## src/rtl/vedm_collector_pkg.sv

```systemverilog
// Shared defaults, output-register state encoding and width helper for the
// multi-channel data collector.
package vedm_collector_pkg;

    localparam int DATA_W_DEF   = 8;
    localparam int NUM_CH_DEF   = 4;
    localparam int AVG_LOG2_DEF = 2;

    typedef enum logic {
        OUT_EMPTY = 1'b0,
        OUT_FULL  = 1'b1
    } out_state_t;

    // Index width that never collapses to zero bits, even for tiny counts.
    function automatic int clog2_min1(input int n);
        int w;
        w = 1;
        while ((1 << w) < n) begin
            w++;
        end
        return w;
    endfunction

endpackage

```

## src/rtl/dc_channel_acc.sv

```systemverilog
// Per-channel block accumulator: sums 2**AVG_LOG2 samples and flags the
// completing sample together with the floored average.
module dc_channel_acc
    import vedm_collector_pkg::*;
#(
    parameter int DATA_W   = DATA_W_DEF,
    parameter int AVG_LOG2 = AVG_LOG2_DEF
) (
    input  logic              clk,
    input  logic              rst_n,
    input  logic              take,
    input  logic [DATA_W-1:0] data,
    output logic              done,
    output logic [DATA_W-1:0] avg
);

    localparam int ACC_W = DATA_W + AVG_LOG2;
    localparam int CNT_W = (AVG_LOG2 > 0) ? AVG_LOG2 : 1;
    localparam logic [CNT_W-1:0] CNT_LAST = CNT_W'((1 << AVG_LOG2) - 1);

    logic [ACC_W-1:0] acc;
    logic [ACC_W-1:0] sum;
    logic [CNT_W-1:0] cnt;

    // acc holds at most (2**AVG_LOG2 - 1) full-scale samples, so sum fits in ACC_W.
    assign sum  = acc + ACC_W'(data);
    assign done = take && (cnt == CNT_LAST);
    assign avg  = sum[AVG_LOG2 +: DATA_W];

    always_ff @(posedge clk or negedge rst_n) begin
        if (!rst_n) begin
            acc <= '0;
            cnt <= '0;
        end else if (take) begin
            if (done) begin
                acc <= '0;
                cnt <= '0;
            end else begin
                acc <= sum;
                cnt <= cnt + CNT_W'(1);
            end
        end
    end

endmodule

```

## src/rtl/data_collector_mc.sv

```systemverilog
// Multi-channel block-averaging collector with a one-entry valid/ready output
// register, sticky per-channel threshold alarms and a sticky overrun flag.
module data_collector_mc
    import vedm_collector_pkg::*;
#(
    parameter int DATA_W   = DATA_W_DEF,
    parameter int NUM_CH   = NUM_CH_DEF,
    parameter int AVG_LOG2 = AVG_LOG2_DEF,
    parameter int CH_W     = clog2_min1(NUM_CH)
) (
    input  logic              clk,
    input  logic              rst_n,
    input  logic              s_valid,
    input  logic [CH_W-1:0]   s_ch,
    input  logic [DATA_W-1:0] s_data,
    input  logic [DATA_W-1:0] thresh,
    output logic              m_valid,
    input  logic              m_ready,
    output logic [CH_W-1:0]   m_ch,
    output logic [DATA_W-1:0] m_data,
    output logic [NUM_CH-1:0] alarm,
    input  logic [NUM_CH-1:0] alarm_clr,
    output logic              overrun,
    input  logic              overrun_clr
);

    logic [NUM_CH-1:0] take;
    logic [NUM_CH-1:0] done;
    logic [NUM_CH-1:0] alarm_set;
    logic [DATA_W-1:0] avg_ch [NUM_CH];

    logic              cmp;
    logic [CH_W-1:0]   cmp_ch;
    logic [DATA_W-1:0] cmp_avg;

    out_state_t out_state;
    out_state_t out_next;
    logic       load;
    logic       drop;

    // Channel indices at or above NUM_CH match no lane and are ignored.
    for (genvar g = 0; g < NUM_CH; g++) begin : g_ch
        assign take[g] = s_valid && (s_ch == CH_W'(g));

        dc_channel_acc #(
            .DATA_W   (DATA_W),
            .AVG_LOG2 (AVG_LOG2)
        ) u_acc (
            .clk   (clk),
            .rst_n (rst_n),
            .take  (take[g]),
            .data  (s_data),
            .done  (done[g]),
            .avg   (avg_ch[g])
        );

        assign alarm_set[g] = done[g] && (avg_ch[g] > thresh);
    end

    // At most one sample per edge, so at most one lane can complete.
    always_comb begin
        cmp     = 1'b0;
        cmp_ch  = '0;
        cmp_avg = '0;
        for (int unsigned i = 0; i < NUM_CH; i++) begin
            if (done[i]) begin
                cmp     = 1'b1;
                cmp_ch  = CH_W'(i);
                cmp_avg = avg_ch[i];
            end
        end
    end

    always_ff @(posedge clk or negedge rst_n) begin
        if (!rst_n) begin
            out_state <= OUT_EMPTY;
        end else begin
            out_state <= out_next;
        end
    end

    always_comb begin
        out_next = out_state;
        load     = 1'b0;
        drop     = 1'b0;
        case (out_state)
            OUT_EMPTY: begin
                if (cmp) begin
                    out_next = OUT_FULL;
                    load     = 1'b1;
                end
            end
            OUT_FULL: begin
                if (m_ready) begin
                    if (cmp) begin
                        load = 1'b1;
                    end else begin
                        out_next = OUT_EMPTY;
                    end
                end else if (cmp) begin
                    drop = 1'b1;
                end
            end
            default: out_next = OUT_EMPTY;
        endcase
    end

    assign m_valid = (out_state == OUT_FULL);

    always_ff @(posedge clk or negedge rst_n) begin
        if (!rst_n) begin
            m_ch   <= '0;
            m_data <= '0;
        end else if (load) begin
            m_ch   <= cmp_ch;
            m_data <= cmp_avg;
        end
    end

    // Sets take priority over same-edge clear strobes.
    always_ff @(posedge clk or negedge rst_n) begin
        if (!rst_n) begin
            alarm   <= '0;
            overrun <= 1'b0;
        end else begin
            alarm   <= (alarm & ~alarm_clr) | alarm_set;
            overrun <= (overrun & ~overrun_clr) | drop;
        end
    end

endmodule
```

## config.mk

```make
export PLATFORM = sky130hd
export DESIGN_NAME = data_collector_mc
export DESIGN_NICKNAME = d
export VERILOG_FILES = /design/src/rtl/vedm_collector_pkg.sv /design/src/rtl/dc_channel_acc.sv /design/src/rtl/data_collector_mc.sv
export SDC_FILE = /design/constraint.sdc
export NUM_CORES = 1
export LEC_CHECK = 0
export CAP_MARGIN = 20
export CORE_ASPECT_RATIO = 0.5
export CORE_UTILIZATION = 53
export CTS_BUF_LIST = sky130_fd_sc_hd__clkbuf_16
export DETAILED_ROUTE_END_ITERATION = 6
export MAX_ROUTING_LAYER = met4
export PLACE_DENSITY = 0.86
export SKIP_LAST_GASP = 1
export SYNTH_ARGS = -nofsm -noshare
export SYNTH_HDL_FRONTEND = slang
export SYNTH_SLANG_ARGS = --single-unit
export TNS_END_PERCENT = 20
```

## constraint.sdc

```tcl
create_clock -name clk -period 2.9 [get_ports clk]
set_clock_uncertainty 0.1 [all_clocks]
set_input_delay 0.58 -clock clk [delete_from_list [all_inputs] [get_ports clk]]
set_output_delay 0.58 -clock clk [all_outputs]
set_load 0.01 [all_outputs]
```

Word level (Yosys, flattened, before mapping) --
Cells that the tools add are included.
Operators by class: bitwise logic cells 7, magnitude comparators 4, equality and inequality tests 7, $add $sub $neg 8, muxes and demuxes 26, reduce and logical (&&, ||, !) cells 13
Operator list (count):
- 10-bit by 8-bit adder with 10-bit output | 4
- 10-bit two-way mux | 4
- 8-bit > comparator | 4
- 8-bit two-way mux | 4
- 2-bit == test, second input constant | 6
- 1-bit logical AND | 12
- 2-bit two-way mux | 6
- 1-bit two-way mux | 10
- 2-bit by 1-bit adder with 2-bit output, second input constant | 4
- 4-bit AND | 1
- 4-bit inverter | 1
- 4-bit OR | 1
- 1-bit one-hot mux with 2 select lines | 2
- 2-bit by 1-bit == test with 1-bit output, second input constant | 1
- 2-bit zero test | 1
- 1-bit inverter | 2
- 1-bit AND | 1
- 1-bit OR | 1
Word-level totals: output and inout port bits 16, flip-flop bits (word level) 64

Longest topological paths before layout --
word-level depth 11, depth in mapped cells 13, gate-level depth less buffers 13

By module --
From an unflattened synthesis, not the netlist that was laid out.
Unflattened totals: cell total of the unflattened synthesis 583, area, all modules 5357.6 µm²
By module, submodules not included:
- dc_channel_acc | cells each 100, instances 4, area each 942.2 µm²
- data_collector_mc | cells each 183, instances 1, area each 1589.0 µm²

Worst setup path after synthesis --
OpenSTA, ideal clock, no wires.
path type input -> register, start point input s_data[4], end point register alarm[0], setup time 0.132 ns, arrival time 2.832 ns, cell stages on the path 11, path slack -0.164 ns, cell sequence ha_1 nand3_1 o211a_1 nand2b_4 and3_4 or4_4 ha_1 a21o_1 a21o_1 a211oi_1 o22ai_1
On the way: longest elaborated chain between the ends 4
Ends and longest elaborated chain:
- start: declaration | RTL line data_collector_mc.sv:15 | input logic [DATA_W-1:0] s_data,
- 10-bit by 8-bit adder with 10-bit output | RTL line dc_channel_acc.sv:26 | assign sum = acc + ACC_W'(data);
- 8-bit > comparator | RTL line data_collector_mc.sv:57 | assign alarm_set[g] = done[g] && (avg_ch[g] > thresh);
- 1-bit logical AND | RTL line data_collector_mc.sv:57
- 4-bit OR | RTL line data_collector_mc.sv:126 | alarm <= (alarm & ~alarm_clr) | alarm_set;
- end signal: assignment | RTL line data_collector_mc.sv:126
- end: declaration | RTL line data_collector_mc.sv:21 | output logic [NUM_CH-1:0] alarm,
No other way between the ends. A chain may end at the register's enable or synchronous reset.

Worst setup path in the final report --
start point input s_data[1], end point register alarm[3]
Same word-level chain as after synthesis.

==> reports/results.ini <==
[outcome]
status = complete, but fails checks
violations = design-rule violations, negative setup slack

[clock_tree]
cts_made_buffers = 9
clk_pin_slew_worst_paths_ns = 0.06
cts-root-buf = clkbuf_16
cts_sinks = 64
insertion_delay_ns = 0.36
h-tree-depth = 3
clockBufferDepth = 2
cts_tree = built
hold_buffers = 0

[final_layout]
areaGrowthSynthToFinish_pct = 44.6
num-fill-cells = 416
fin_nets = 805
final_cell_area_sq_mm = 0.00712
drive_gt1_share_pct = 31.4
antennaDiodeCount = 0

[drt]
drtAntennaViolNets = 0
viasPerCell = 7.19
drc = 39
vias = 5957
wl_per_cell_um = 26.5
drtIter0Drc = 1131
drt-total-wl_um = 22000
first_pass_iters = 7

[power_and_ir_drop]
powerDensity_mw_per_mm2 = 1290
peakVddDrop_mv = 0.565
total_leakage_power_nw = 3.42
power_w = 0.00916

[sta]
setup_ws_ns = -0.365
hold_ws_ns = 0.161
rsz0062_at_grt = true
slew_viol_final = 0
post-route-period-util_pct = 113
period_minus_slack_ns = 3.27
worst_pin_slew_ns = 0.684
slew_headroom_pct = 54.4
report.final.hold_viol_count = 0
max_freq_mhz = 306
setup_viol_count_final = 6

[synthesis]
yosysSeqAreaShare_pct = 32.5
yosys.area.top_type = dfrtp_1
syn_avg_cell_area_sq_um = 9.43
synth-seq-cells = 64
synthFlopType = dfrtp_1
synth_cell_types = 57
yosys.area.top_type_share_pct = 32.5
yosysWarnings = 0
synth_edf_count = 0
netlist_area_sq_mm = 0.00492
synth_commonest_cells = ha_1, dfrtp_1, nand2_1, o21ai_0
async_flop_share_pct = 100
synth_nets = 621
synthMostInstantiatedCell = ha_1
syn-instance-count = 522
synthTopCellsByArea = dfrtp_1, ha_1, nand2_1

[critical_path]
cpMaxStageDelayCell = a211oi_2
crit_arrival_ns = 3.40
critical_path.max_stage_delay_ns = 0.50
cp-end-kind = register
cp.required_ns = 3.03
start_kind = input port
r2r_cells = 12
r2r-end = alarm[3]
crit_type = in -> reg
crit_fanout = 6
r2r_slack_ns = -0.25
path_cells = buf_6, buf_6, buf_4, ha_1, a211oi_2, o21ai_2, a21o_1, nand2_2, xnor2_1, ha_1, and3_1, nand4_1, o221ai_2, o22ai_1
r2r_start = g_ch[3].u_acc.acc[0]

[global_route]
antenna_found_initial = 0
grt_pass1_wl_um = 30400
grt-ovfl-total = 0
grt_pass1_vias = 5846
gr-usage-all-layers_pct = 43.4
grt_max_degree = 29

[die]
rows = 24
io_pins = 43
die-height_um = 70.2
initial_core_util_pct = 55.6
dieArea_sq_mm = 0.00970
core-area_sq_mm = 0.00886
die_w_um = 138

[job]
maxCapViolCount = 0

[placement]
place_congestion = 0.971
dpl_cell_area_sq_mm = 0.00639
dp_hpwl_um = 11800
portBuffers = 42

[min_path]
min_path_type = in -> async

-- sequential cells by signal (all words and copies together), names as in the netlist --
signal,flops
alarm,4
overrun,1
g_ch.u_acc.cnt,8
m_valid,1
g_ch.u_acc.acc,40
m_ch,2
m_data,8
-- power breakdown --
part / switching [W] / leakage [nW] / total, W / internal [W]
combinational: 0.00328 / 2.47 / 0.00645 / 0.00317
clock: 0.000433 / 0.147 / 0.00108 / 0.000650
sequential: 0.000368 / 0.810 / 0.00163 / 0.00127
total: 0.00408 / 3.42 / 0.00916 / 0.00508
-- routing by layer --
metal	global-route usage [%]	up-vias	part of all wire (%)
li1	-	2330	-
met1	46.9	2767	35
met2	66.2	602	42
met3	17.8	258	14
met4	29.6	0	8.6
met5	-	-	0
-- layout make-up --
| type | count | area, sq um | share of cell area [%] |
|---|---|---|---|
| well taps | 117 | 146 | 2.06 |
| repair buffers | 181 | 1470 | 20.6 |
| clock buffers | 9 | 225 | 3.16 |
| inverters | 24 | 90.1 | 1.27 |
| clock inverters | 7 | 55.1 | 0.773 |
| multi-input cells | 426 | 3530 | 49.6 |
| flip-flops and latches | 64 | 1600 | 22.5 |
-- logic make-up after synthesis --
logic type / count (synthesis) / share of synthesized area, %
buffers and inverters: 32 / 2.64
XOR/XNOR: 29 / 5.16
AND/OR/NAND/NOR: 141 / 14.0
flip-flops: 64 / 32.5
adder cells (fa/ha/maj): 72 / 18.9
multiplexers: 7 / 1.50
AO/OA/AOI/OAI: 177 / 25.3
-- how the worst max path moves through the flow --
| stage | depth (start not counted) | to | startpoint |
|---|---|---|---|
| 6_report | 14 | alarm[3] | s_data[1] |
| 5_1_grt | 14 | alarm[3] | s_data[1] |
| 4_1_cts | 13 | alarm[0] | s_data[4] |
| 3_5_place_dp | 12 | alarm[0] | s_data[0] |
| 3_3_place_gp | 12 | alarm[2] | s_data[0] |
| 2_1_floorplan | 11 | alarm[0] | s_data[2] |
-- critical path, delay by kind of cell --
kind	cells	cell delay, ns
AO/OA/AOI/OAI	5	1.21
XOR/XNOR	1	0.09
adder cells (fa/ha/maj)	2	0.66
buffers and inverters	3	0.39
AND/OR/NAND/NOR	3	0.46
-- cells in the final DEF, fill, tap and decap left out, types with 7 or more instances in the layout --
cell               n
dfrtp_1           63
ha_1              53
buf_6              7
nand2b_1           9
a22o_1            25
nand2_1           58
xor2_1            10
o31ai_1            7
nor2_1            25
clkbuf_16          9
a21o_1            19
xnor2_1           15
o21ai_0           29
o21a_1             9
inv_1             26
a21oi_2            7
a31oi_1            8
a21oi_1           16
clkdlybuf4s50_1   33
nor2b_1            9
ha_4              12
buf_4            134
-- what timing repair did --
action | CTS | global route
gates resized for setup | 72 | 18
endpoints found under the hold margin | 0 | 0
buffers inserted | 21 | 2
endpoints found under the setup margin | 8 | 7
pin swaps | 37 | 8
-- metrics by stage --
| step | worst slack (ns) | util [%] | instances | TNS [ns] |
|---|---|---|---|---|
| after floorplan | -0.0412 | - | 522 | -0.156 |
| after global placement | -0.821 | 72.2 | 789 | -5.82 |
| after detailed placement | -0.961 | 72.2 | 789 | -7.66 |
| after CTS | -0.0259 | 79.4 | 826 | -0.0482 |
| after global routing | -0.486 | 80.4 | 828 | -1.73 |
| final | -0.365 | 80.4 | 828 | -1.04 |
Power figures use the tool's default switching activity.
